==> config.mk <==
export PLATFORM = sky130hd
export DESIGN_NAME = ccff_chain_loader_flat
export DESIGN_NICKNAME = d
export VERILOG_FILES = /design/src/rtl/ccff_chain_loader_pkg.sv /design/src/rtl/ccff_chain_loader_if.sv /design/src/rtl/ccff_byte_serializer.sv /design/src/rtl/ccff_chain_loader.sv /design/src/flat_wrapper.sv
export SDC_FILE = /design/constraint.sdc
export NUM_CORES = 1
export LEC_CHECK = 0
export CAP_MARGIN = 20
export CORE_MARGIN = 10
export CORE_UTILIZATION = 45
export DETAILED_ROUTE_END_ITERATION = 8
export GPL_ROUTABILITY_DRIVEN = 0
export HOLD_SLACK_MARGIN = 0.06
export PLACE_DENSITY = 0.75
export SETUP_SLACK_MARGIN = 0.05
export SYNTH_ARGS = -nofsm -noshare
export SYNTH_HDL_FRONTEND = slang
export SYNTH_SLANG_ARGS = --single-unit
export TNS_END_PERCENT = 100
==> constraint.sdc <==
create_clock -name prog_clk -period 2.2 [get_ports prog_clk]
set_clock_uncertainty 0.2 [all_clocks]
set_input_delay 0.44 -clock prog_clk [delete_from_list [all_inputs] [get_ports prog_clk]]
set_output_delay 0.44 -clock prog_clk [all_outputs]
set_load 0.02 [all_outputs]
==> src/rtl/ccff_chain_loader_pkg.sv <==
// Shared state encoding and byte width for the configuration-chain loader.
package ccff_loader_pkg;
  localparam int BYTE_W = 8;

  typedef enum logic [2:0] {IDLE, LOAD, VERIFY, DONE, ERROR} state_t;
endpackage

==> src/rtl/ccff_chain_loader_if.sv <==
// Host byte stream plus serial chain connections of the loader.
interface ccff_chain_loader_if;
  import ccff_loader_pkg::*;

  logic [BYTE_W-1:0] cfg_data;
  logic              cfg_valid;
  logic              cfg_ready;
  logic              ccff_head;
  logic              ccff_shift;
  logic              ccff_tail;

  modport master (output cfg_data, cfg_valid, ccff_tail, input cfg_ready, ccff_head, ccff_shift);
  modport slave  (input cfg_data, cfg_valid, ccff_tail, output cfg_ready, ccff_head, ccff_shift);
endinterface

==> src/rtl/ccff_byte_serializer.sv <==
// One-byte holding register that presents bits MSB-first on a registered head/shift pair.
module ccff_byte_serializer
  import ccff_loader_pkg::*;
(
  input  logic              clk,
  input  logic              rst_n,
  input  logic              clear,
  input  logic              take_en,
  input  logic              issue_en,
  input  logic [3:0]        last_bits,
  input  logic [BYTE_W-1:0] data,
  input  logic              valid,
  output logic              ready,
  output logic              head,
  output logic              shift
);
  logic [BYTE_W-1:0] hold_reg;
  logic [2:0]        ptr_reg;
  logic              full_reg;
  logic              head_reg;
  logic              shift_reg;
  logic              issue;
  logic              emptying;
  logic              load;
  logic [2:0]        stop_ptr;

  // A truncated final byte empties as soon as its last used bit goes out.
  assign stop_ptr = 3'(last_bits - 4'd1);
  assign issue    = full_reg & issue_en;
  assign emptying = issue & (ptr_reg == stop_ptr);
  assign ready    = take_en & (~full_reg | emptying);
  assign load     = valid & ready;
  assign head     = head_reg;
  assign shift    = shift_reg;

  always_ff @(posedge clk or negedge rst_n) begin
    if (!rst_n) begin
      hold_reg  <= '0;
      ptr_reg   <= '0;
      full_reg  <= 1'b0;
      head_reg  <= 1'b0;
      shift_reg <= 1'b0;
    end else if (clear) begin
      hold_reg  <= '0;
      ptr_reg   <= '0;
      full_reg  <= 1'b0;
      shift_reg <= 1'b0;
    end else begin
      shift_reg <= issue;
      if (issue) begin
        head_reg <= hold_reg[3'(BYTE_W-1) - ptr_reg];
        ptr_reg  <= ptr_reg + 3'd1;
      end
      if (load) begin
        hold_reg <= data;
        full_reg <= 1'b1;
        ptr_reg  <= '0;
      end else if (emptying) begin
        hold_reg <= '0;
        full_reg <= 1'b0;
      end
    end
  end
endmodule

==> src/rtl/ccff_chain_loader.sv <==
// Loads a CHAIN_LEN-bit configuration chain from a byte stream, with an optional read-back verify pass.
module ccff_chain_loader
  import ccff_loader_pkg::*;
#(
  parameter  int CHAIN_LEN = 64,
  localparam int CNT_W     = $clog2(CHAIN_LEN + 1)
) (
  input  logic                 prog_clk,
  input  logic                 pReset,
  input  logic                 start,
  input  logic                 verify_en,
  ccff_chain_loader_if.slave   bus,
  output logic                 busy,
  output logic                 done,
  output logic                 error,
  output logic [CNT_W-1:0]     err_bit
);
  localparam int N_BYTES   = (CHAIN_LEN + BYTE_W - 1) / BYTE_W;
  localparam int TAIL_BITS = CHAIN_LEN - (N_BYTES - 1) * BYTE_W;
  localparam int BL_W      = $clog2(2 * N_BYTES + 1);

  state_t            state_reg, state_next;
  logic [CNT_W-1:0]  cnt_reg, cnt_next;
  logic [CNT_W-1:0]  err_bit_reg, err_bit_next;
  logic [BL_W-1:0]   left_reg, left_next;
  logic              verify_reg, verify_next;
  logic              armed_reg;
  logic              start_ok, last_shift, mismatch, took, final_byte;
  logic              take_en, issue_en;
  logic [3:0]        last_bits;

  // armed_reg keeps a start coinciding with reset release from being taken.
  assign start_ok   = start & armed_reg & (state_reg inside {IDLE, DONE, ERROR});
  assign last_shift = bus.ccff_shift & (cnt_reg == CNT_W'(CHAIN_LEN - 1));
  assign mismatch   = (state_reg == VERIFY) & bus.ccff_shift & (bus.ccff_tail != bus.ccff_head);
  assign busy       = (state_reg == LOAD) | (state_reg == VERIFY);
  assign done       = (state_reg == DONE);
  assign error      = (state_reg == ERROR);
  assign err_bit    = err_bit_reg;
  assign took       = bus.cfg_valid & bus.cfg_ready;

  // The held byte is the last of its pass when no bytes or exactly one pass of bytes remain.
  assign final_byte = (left_reg == '0) | (left_reg == BL_W'(N_BYTES));
  assign last_bits  = final_byte ? 4'(TAIL_BITS) : 4'(BYTE_W);
  assign issue_en   = busy & ~mismatch;
  assign take_en    = issue_en & (left_reg != '0);

  ccff_byte_serializer u_ser (
    .clk      (prog_clk),
    .rst_n    (pReset),
    .clear    (start_ok),
    .take_en  (take_en),
    .issue_en (issue_en),
    .last_bits(last_bits),
    .data     (bus.cfg_data),
    .valid    (bus.cfg_valid),
    .ready    (bus.cfg_ready),
    .head     (bus.ccff_head),
    .shift    (bus.ccff_shift)
  );

  always_comb begin
    state_next   = state_reg;
    cnt_next     = cnt_reg;
    left_next    = left_reg;
    verify_next  = verify_reg;
    err_bit_next = err_bit_reg;
    if (took) left_next = left_reg - BL_W'(1);
    unique case (state_reg)
      IDLE, DONE, ERROR: begin
        if (start_ok) begin
          state_next   = LOAD;
          cnt_next     = '0;
          left_next    = verify_en ? BL_W'(2 * N_BYTES) : BL_W'(N_BYTES);
          verify_next  = verify_en;
          err_bit_next = '0;
        end
      end
      LOAD: begin
        if (last_shift) begin
          cnt_next   = '0;
          state_next = verify_reg ? VERIFY : DONE;
        end else if (bus.ccff_shift) begin
          cnt_next = cnt_reg + CNT_W'(1);
        end
      end
      VERIFY: begin
        if (mismatch) begin
          state_next   = ERROR;
          err_bit_next = cnt_reg;
        end else if (last_shift) begin
          cnt_next   = '0;
          state_next = DONE;
        end else if (bus.ccff_shift) begin
          cnt_next = cnt_reg + CNT_W'(1);
        end
      end
      default: state_next = IDLE;
    endcase
  end

  always_ff @(posedge prog_clk or negedge pReset) begin
    if (!pReset) begin
      state_reg   <= IDLE;
      cnt_reg     <= '0;
      left_reg    <= '0;
      verify_reg  <= 1'b0;
      err_bit_reg <= '0;
      armed_reg   <= 1'b0;
    end else begin
      state_reg   <= state_next;
      cnt_reg     <= cnt_next;
      left_reg    <= left_next;
      verify_reg  <= verify_next;
      err_bit_reg <= err_bit_next;
      armed_reg   <= 1'b1;
    end
  end
endmodule

==> src/flat_wrapper.sv <==
// flat-port wrapper written by rule: the top's interface ports become plain ports
module ccff_chain_loader_flat import ccff_loader_pkg::*;
#(
  parameter  int CHAIN_LEN = 64,
  localparam int CNT_W     = $clog2(CHAIN_LEN + 1)
)
  (prog_clk, pReset, start, verify_en, busy, done, error, err_bit, bus_cfg_data, bus_cfg_valid, bus_ccff_tail, bus_cfg_ready, bus_ccff_head, bus_ccff_shift);
  ccff_chain_loader_if bus_i ();
  input  logic prog_clk;
  input  logic pReset;
  input  logic start;
  input  logic verify_en;
  output logic busy;
  output logic done;
  output logic error;
  output logic [CNT_W-1:0] err_bit;
  input wire logic [$bits(bus_i.cfg_data)-1:0] bus_cfg_data;
  input wire logic [$bits(bus_i.cfg_valid)-1:0] bus_cfg_valid;
  input wire logic [$bits(bus_i.ccff_tail)-1:0] bus_ccff_tail;
  output wire logic [$bits(bus_i.cfg_ready)-1:0] bus_cfg_ready;
  output wire logic [$bits(bus_i.ccff_head)-1:0] bus_ccff_head;
  output wire logic [$bits(bus_i.ccff_shift)-1:0] bus_ccff_shift;
  assign bus_i.cfg_data = bus_cfg_data;
  assign bus_i.cfg_valid = bus_cfg_valid;
  assign bus_i.ccff_tail = bus_ccff_tail;
  assign bus_cfg_ready = bus_i.cfg_ready;
  assign bus_ccff_head = bus_i.ccff_head;
  assign bus_ccff_shift = bus_i.ccff_shift;
  ccff_chain_loader #(.CHAIN_LEN(CHAIN_LEN)) u_core (.prog_clk(prog_clk), .pReset(pReset), .start(start), .verify_en(verify_en), .bus(bus_i), .busy(busy), .done(done), .error(error), .err_bit(err_bit));
endmodule
# Word level (Yosys, flattened, before mapping)
# Index checks and enable logic that the tools add are counted.
# classes
n_lt_le_gt_ge,1
n_eq_ne,12
reduce_logical,13
add_sub_neg,4
n_bitwise,16
n_mux,29
# op_table
op,count
7-bit 2-to-1 mux,5
8-bit 2-to-1 mux,3
3-bit 2-to-1 mux,7
7-bit case mux with 3 select lines,1
5-bit 2-to-1 mux,4
7-bit case mux with 2 select lines,1
3-bit nonzero test,4
1-bit bitwise AND,11
3-bit case mux with 3 select lines,1
3-bit AND reduction,3
7-bit by 1-bit adder with 7-bit output (second input constant),1
7-bit by 6-bit equality test with 1-bit output (second input constant),1
3-bit by 2-bit equality test with 1-bit output (second input constant),2
3-bit equality test (second input constant),2
1-bit 2-to-1 mux,6
2-bit by 1-bit inequality test with 1-bit output (second input constant),3
5-bit nonzero test,1
5-bit by 1-bit subtractor with 5-bit output (second input constant),1
3-bit by 4-bit < comparator with 1-bit output (second input constant),1
2-bit AND reduction,2
3-bit by 1-bit adder with 3-bit output (second input constant),1
1-bit binary-select mux with 3-bit select,1
3-bit by 1-bit equality test with 1-bit output (second input constant),1
3-bit zero test,1
other kinds (8),11
# word_totals
out_inout_bits,13
wordCells,86
reg_bits,38
input_bits,14

# Depth between registers and ports, before layout
# Gate-level depths: netlist of the first run.
# depth
depth_word,13
depth_mapped,7
ltp_nobuf,6

# Cells and area by module
# Synthesis of the first run repeated with hierarchy kept, for this count alone.
# unflattened
hier_cells,206
hier_area_um2,2134.5
# modules_own_cells
mod,cells_each,instances,seq_area_each_um2,area_per_inst_um2
ccff_chain_loader,151,1,600.6,1411.4
ccff_byte_serializer,55,1,350.3,723.2

# Least setup slack after synthesis of the first run
# Ideal clock, no wire load.
# synth_path
kind,register to output
startpoint,"register u_core.u_ser.head_reg, in the netlist u_core.u_ser.head"
endpoint,output port bus_cfg_ready
slack_ps,62
required_ps,1560
path_stages_with_launch,4
arrival_ps,1498
path_buffers,0
cell_sequence,dfrtp_1 -> xor2_1 -> a311oi_1 -> and3_1
# synth_between
elab_chain_cells,8
word_cells_on_any_way,9
classes_between,1 x eq/ne; 8 x bitwise
# synth_rtl
item,line_no,source
"start, declared",ccff_byte_serializer.sv:20,logic head_reg;
"start signal, assigned",ccff_byte_serializer.sv:51,head_reg <= hold_reg[3'(BYTE_W-1) - ptr_reg];
1-bit inequality test *,ccff_chain_loader.sv:35,assign mismatch = (state_reg == VERIFY) & bus.ccff_shift & (bus.ccff_tail != bus.ccff_head);
1-bit bitwise AND *,ccff_chain_loader.sv:35,
1-bit inverter *,ccff_chain_loader.sv:45,assign issue_en = busy & ~mismatch;
1-bit bitwise AND *,ccff_chain_loader.sv:45,
1-bit bitwise AND,ccff_byte_serializer.sv:29,assign issue = full_reg & issue_en;
1-bit bitwise AND,ccff_byte_serializer.sv:30,assign emptying = issue & (ptr_reg == stop_ptr);
1-bit bitwise OR,ccff_byte_serializer.sv:31,assign ready = take_en & (~full_reg | emptying);
1-bit bitwise AND *,ccff_byte_serializer.sv:31,
"end, declared",flat_wrapper.sv:20,output wire logic [$bits(bus_i.cfg_ready)-1:0] bus_cfg_ready;
# Every way passes the cells marked *; elsewhere a longest branch is shown, timed or not.

# Worst setup path in the final report of the first run
# layout_path
startpoint,register u_core.state_reg[0]
endpoint,output port bus_cfg_ready
# layout_between
elab_chain_cells,9
word_cells_on_any_way,12
classes_between,2 x eq/ne; 10 x bitwise
# layout_rtl
item,line_no,source
"start, declared",ccff_chain_loader.sv:22,"state_t state_reg, state_next;"
"start signal, assigned",ccff_chain_loader.sv:111,state_reg <= state_next;
3-bit by 2-bit equality test with 1-bit output,"ccff_chain_loader.sv:35, ccff_chain_loader.sv:36",
1-bit bitwise AND (2 in a row),ccff_chain_loader.sv:35,
1-bit inverter,ccff_chain_loader.sv:45,
1-bit bitwise AND *,ccff_chain_loader.sv:45,
1-bit bitwise AND,ccff_byte_serializer.sv:29,
1-bit bitwise AND,ccff_byte_serializer.sv:30,
1-bit bitwise OR,ccff_byte_serializer.sv:31,
1-bit bitwise AND *,ccff_byte_serializer.sv:31,
# Marked as above.

==> run metrics, run 1 <==
outcome=finished, violations left; violated checks=setup timing; slack of the critical path=-0.129 ns; minimum clock period=2.33 ns; RSZ-0062 raised after global routing=yes; Worst path slowest cell=dfrtp_2; vias in the first global route=1823; largest net degree at the start of global routing=39; crit path DAT=1.69 ns; maximum clock frequency=429 MHz; reg2reg setup slack=0.06 ns; DP HPWL=3.63 mm; Peak supply drop=0.693 mV; post-route cell area=0.00275 mm^2; Req. time, crit path=1.56 ns; Total GRT Usage=14.1%; Via-to-Cell Ratio=5.95; CTS sink count=38; top cells by area, synth=dfrtp_1, a22o_1, ha_1; asr flop ratio synth=100%; mean area per synthesized cell=10.8 um^2; crit path kind=register to primary output; # Max-Cap Violations=0; clock-pin slew on the worst setup and hold paths=0.08 ns; Routed Antenna Nets=0; DR WL/cell=17.6 um; crit path max fanout=3; Netlist cell types=49; FP Rows=23; sequential-to-total area share from yosys stat=49.3%; Num CTS Buffers=5; Nets=265; EDFF count, synth=0; Tot Pwr=0.00305 W; core area=0.00409 mm^2; final setup fails=1; Yosys Warn Count=0; IO Port Bufs=26; Fin Setup TNS=-0.129 ns; top-area cell type share of the netlist area=49.3%; Die Ht=85.5 um; number of flip-flops under the largest register name=8; Worst Min Path Start=u_core.u_ser.hold_reg[6]; ant diodes=0; CP bufs+invs=1; final hold vios=0; Skew-Pair Late Insertion Delay=0.30 ns; post-synthesis cell area=0.00193 mm^2; CP peak stage delay=0.46 ns; H-tree lvl count=2; I/O pin count=27; GRT overflow=0; Endpoint, Worst Hold=u_core.u_ser.hold_reg[6]; top cell type by total area after synthesis=dfrtp_1; drt first pass iters=4; CP Capture Type=primary output; Initial Utilization=47.2%; Hold Crit Class=register to register; initial DRC count=118; syn_nets=198; Remaining DRCs=0; first-pass GRT wire length=8.43 mm; TritonCTS clock tree=yes; placed instance count=285; Worst R2R Start=u_core.u_ser.head; worst reg2reg path depth=5; antenna violations before repair=0; share of layout cells above drive strength 1=31.2%; CP Launch Type=register; placed cell area=0.00249 mm^2; worst-path cell chain=xnor2_2 > a311oi_2 > and3_4 > buf_6; Die X=85.5 um; Tcrit/Tclk final=106%; Area Growth Syn to Fin=42.6%; Die Footprint=0.00730 mm^2; via count=1768; fin. max-slew vios=0; Seq cells post-synth=38; hold depth=1; Root Driver=clkbuf_8; Top FF cell, synth=dfrtp_1; pwr dens=1110 mW/mm^2; Syn Inst Count=179; total wire length=5.23 mm; R2R Path End=u_core.left_reg[4]; CTS Buffer Depth=2; P_leak=1.24 nW; final cell count without fillers=297; delay-heaviest family, CP=flip-flops
[power by group]
part / switching, W / total [W] / internal (W)
clock network: 0.000264 / 0.000516 / 0.000252
logic: 0.000676 / 0.00145 / 0.000777
registers: 0.000177 / 0.00108 / 0.000901
total: 0.00112 / 0.00305 / 0.00193
[cells in the final DEF (no fill, tap or decap), drive strengths merged, types with 3 or more instances in the layout]
cell type and count:
nand2b 4, mux2i 3, a22o 16, o22ai 3, buf 43, or3 3, nand3 6, and3 4
o21ai 5, nand2 10, clkdlybuf4s50 21, nor3 3, clkbuf 6, o211ai 4, ha 5, nor2 7
inv 8, a31oi 6, a21oi 7, dfrtp 38
[metal layers]
layer	routed length, um	global-route usage (%)	up-vias
met5	0	0	-
met4	125	7.34	0
met3	374	5.16	13
met2	2670	23.6	83
met1	2060	15.2	850
li1	-	-	822
[synth_stat cells, drive strengths merged, types with 3 or more instances]
| cell type | count |
|---|---|
| nand2b | 4 |
| a22o | 16 |
| dfrtp | 38 |
| o211ai | 4 |
| nand3 | 6 |
| inv | 8 |
| nor3 | 3 |
| a21oi | 7 |
| o21ai | 5 |
| a31oi | 6 |
| o22ai | 3 |
| or3 | 3 |
| buf | 4 |
| nand2 | 10 |
| and3 | 4 |
| ha | 5 |
| mux2i | 3 |
| nor2 | 7 |
[worst reg2reg max path, delay by kind of cell (launching register included)]
family,cells,cell delay [ns]
AOI/OAI and AO/OA,2,0.61
and+or+nand+nor,1,0.49
DFF,1,0.42
buffers and inverters,1,0.13
xor gates and xnor gates,1,0.21
[logic make-up after synthesis]
group | share of synthesized area (%)
DFF | 49.3
adders and majority gates | 3.24
xor gates and xnor gates | 0.909
muxes | 3.89
and+or+nand+nor | 15.3
buffers and inverters | 2.99
other | 0.194
AOI/OAI and AO/OA | 24.1
[final cells by class]
cell class | instances | area [um^2]
well taps | 50 | 62.6
multi-input cells | 127 | 1030
clock buffers | 6 | 82.6
flip-flops and latches | 38 | 953
repair buffers | 66 | 581
fillers | 297 | 1340
clock inverters | 2 | 12.5
inverters | 8 | 32.5
[worst max path at each step]
stage,from,depth (start not counted),end,slack [ns]
after floorplan,u_core.u_ser.head,3,bus_cfg_ready,0.06
after global placement,bus_ccff_tail,5,bus_cfg_ready,-0.57
after detailed placement,bus_ccff_tail,5,bus_cfg_ready,-0.74
after CTS,u_core.left_reg[0],5,bus_cfg_ready,-0.18
after global routing,u_core.state_reg[0],4,bus_cfg_ready,-0.19
final,u_core.state_reg[0],4,bus_cfg_ready,-0.13
[metrics by stage]
step | hold slack, ns | utilization (%) | worst slack, ns
detailed placement | 0.277 | 61.0 | -0.742
floorplan | -0.0556 | - | 0.0617
global placement | 0.281 | 61.0 | -0.572
global route | 0.320 | 67.3 | -0.188
CTS | 0.304 | 65.3 | -0.181
finish | 0.305 | 67.3 | -0.129
[repair_timing]
| action | 4_1_cts | 5_1_grt |
|---|---|---|
| endpoints found under the hold margin | 0 | 0 |
| setup endpoints to repair | 21 | 20 |
| hold buffers | 0 | 0 |
| buffers inserted | 2 | 2 |
| resized for setup | 32 | 23 |
| cloned | 1 | 0 |
| pin swaps | 4 | 15 |
Note: power is estimated with default switching activity, not from simulation.
==> inputs of run 2 (changes only) <==
CORE_UTILIZATION = 48   (was 45)
GPL_TIMING_DRIVEN = 1   (was default)
PLACE_DENSITY = 0.78   (was 0.75)
==> run 2 against run 1 <==
Compared with the run above: the run still ends with setup timing left; utilization rose by 5.5 points; maximum frequency increased by 1.3%; non-clock buffer count is 4 higher; routed wire length grew 6.0%; combinational power increased by 3%; die area down 4.8%; largest cell class unchanged; sequential share of layout area rose by 0.079 points.
==> run metrics, run 2 (synthesis gave the netlist of run 1 again) <==
outcome=finished, violations left; violated checks=setup timing; vias in the first global route=1947; drt first pass iters=4; pwr dens=1110 mW/mm^2; most frequent cells in the layout=buf_4, dfrtp_1, clkdlybuf4s50_1; CTS sink count=38; P_leak=1.26 nW; sw frac=36.5%; clock-pin slew on the worst setup and hold paths=0.07 ns; crit path max fanout=2; CP Capture Type=primary output; maximum clock frequency=435 MHz; Via-to-Cell Ratio=6.12; Req. time, crit path=1.56 ns; share of layout cells above drive strength 1=30.7%; final cell count without fillers=299; GRT overflow=0; minimum clock period=2.30 ns; Num CTS Buffers=5; placed instance count=285; Peak supply drop=0.715 mV; Area Growth Syn to Fin=42.3%; IO Port Bufs=26; placed cell area=0.00251 mm^2; Total GRT Usage=15.5%; final setup fails=1; fin. max-slew vios=0; final hold vios=0; Nets=269; Psw=0.00111 W; ant diodes=0; H-tree lvl count=2; Hold Crit Class=register to register; Die X=83.4 um; via count=1829; post-route cell area=0.00274 mm^2; Routed Antenna Nets=0; commonest non-fill, non-tap cell in the layout=buf_4; Comb power frac=49.1%; number of flip-flops under the largest register name=8; Cell Int Power=0.00194 W; Skew-Pair Late Insertion Delay=0.29 ns; Tot Pwr=0.00305 W; # Max-Cap Violations=0; first-pass GRT wire length=9.07 mm; I/O pin count=27; initial DRC count=164; minimum hold slack=0.300 ns; crit path kind=register to primary output; total wire length=5.54 mm; Remaining DRCs=0; reg2reg setup slack=0.08 ns; RSZ-0062 raised after global routing=yes; CTS Buffer Depth=2; Die Footprint=0.00695 mm^2; TritonCTS clock tree=yes; Root Driver=clkbuf_8; core area=0.00377 mm^2; crit path DAT=1.66 ns; antenna violations before repair=0; largest net degree at the start of global routing=39; CP Launch Type=register; Place WS=-0.625 ns; proportion of power drawn by flip-flops and latches=34.9%; # hold bufs at CTS=0; Initial Utilization=51.1%; DP HPWL=3.85 mm; Tcrit/Tclk final=105%; FP Rows=22; Die Ht=83.4 um; DR WL/cell=18.5 um; clock share of power=16.0%; slack of the critical path=-0.100 ns
run 2: cell count changes in the layout (fill, tap and decap cells not counted), sizes merged:
cell	before	now
dlymetal6s2s	0	1
clkbuf	6	8
clkdlybuf4s15	1	2
buf	43	46
clkdlybuf4s50	21	20
dlygate4sd2	1	0
clkinvlp	1	0
run 2: area by class of cell:
class,count,area (um^2)
clock inverter,1,5.00
timing repair buffer,70,598
clock buffer,7,86.3
tap,48,60.1
multi-input combinational,127,1010
fill,251,1030
inverter,8,30.0
sequential,38,953
run 2: critical path, cell delays in order, from the launching register on:
cell	delay [ns]
dfrtp_1	0.39
inv_2	0.09
ha_4	0.12
or4b_4	0.46
and3_4	0.19
buf_6	0.12
run 2: stage by stage:
step | setup TNS, ns | util, %
final | -0.100 | 72.8
after detailed placement | -7.66 | 66.5
after global placement | -6.95 | 66.5
after global routing | -0.176 | 72.8
after floorplan | 0 | -
after CTS | -0.155 | 70.0
run 2: power groups by stage:
stage               sequential [W]  combinational [W]  clock, W
floorplan                  0.00107           0.000649         0
global placement           0.00104            0.00120         0
detailed placement         0.00106            0.00127         0
CTS                        0.00106            0.00132  0.000498
global route               0.00109            0.00163  0.000528
finish                     0.00107            0.00150  0.000487
run 2: worst paths after layout:
check | startpoint | end | cells past startpoint
hold / removal | u_core.u_ser.hold_reg[4] | u_core.u_ser.hold_reg[4] | 1
setup reg to reg | u_core.left_reg[1] | u_core.u_ser.hold_reg[3] | 8
min in group asynchronous | pReset | u_core.err_bit[6] | 2
setup / recovery | u_core.left_reg[1] | bus_cfg_ready | 5
hold reg to reg | u_core.u_ser.hold_reg[4] | u_core.u_ser.hold_reg[4] | 1
max in group asynchronous | pReset | u_core.state_reg[0] | 2
run 2: timing repair:
action / in CTS / in global routing
endpoints found under the setup margin: 19 / 24
resized for setup: 21 / 28
pin swaps: 3 / 11
gates cloned: 1 / 0
buffers inserted: 2 / 3
run 2: metal layers:
layer,global-route usage (%),share of wire (%),up-vias
li1,-,-,826
met1,17.1,39,894
met2,26.4,50,82
met3,4.10,6.7,27
met4,8.31,3.9,0
met5,0,0,-
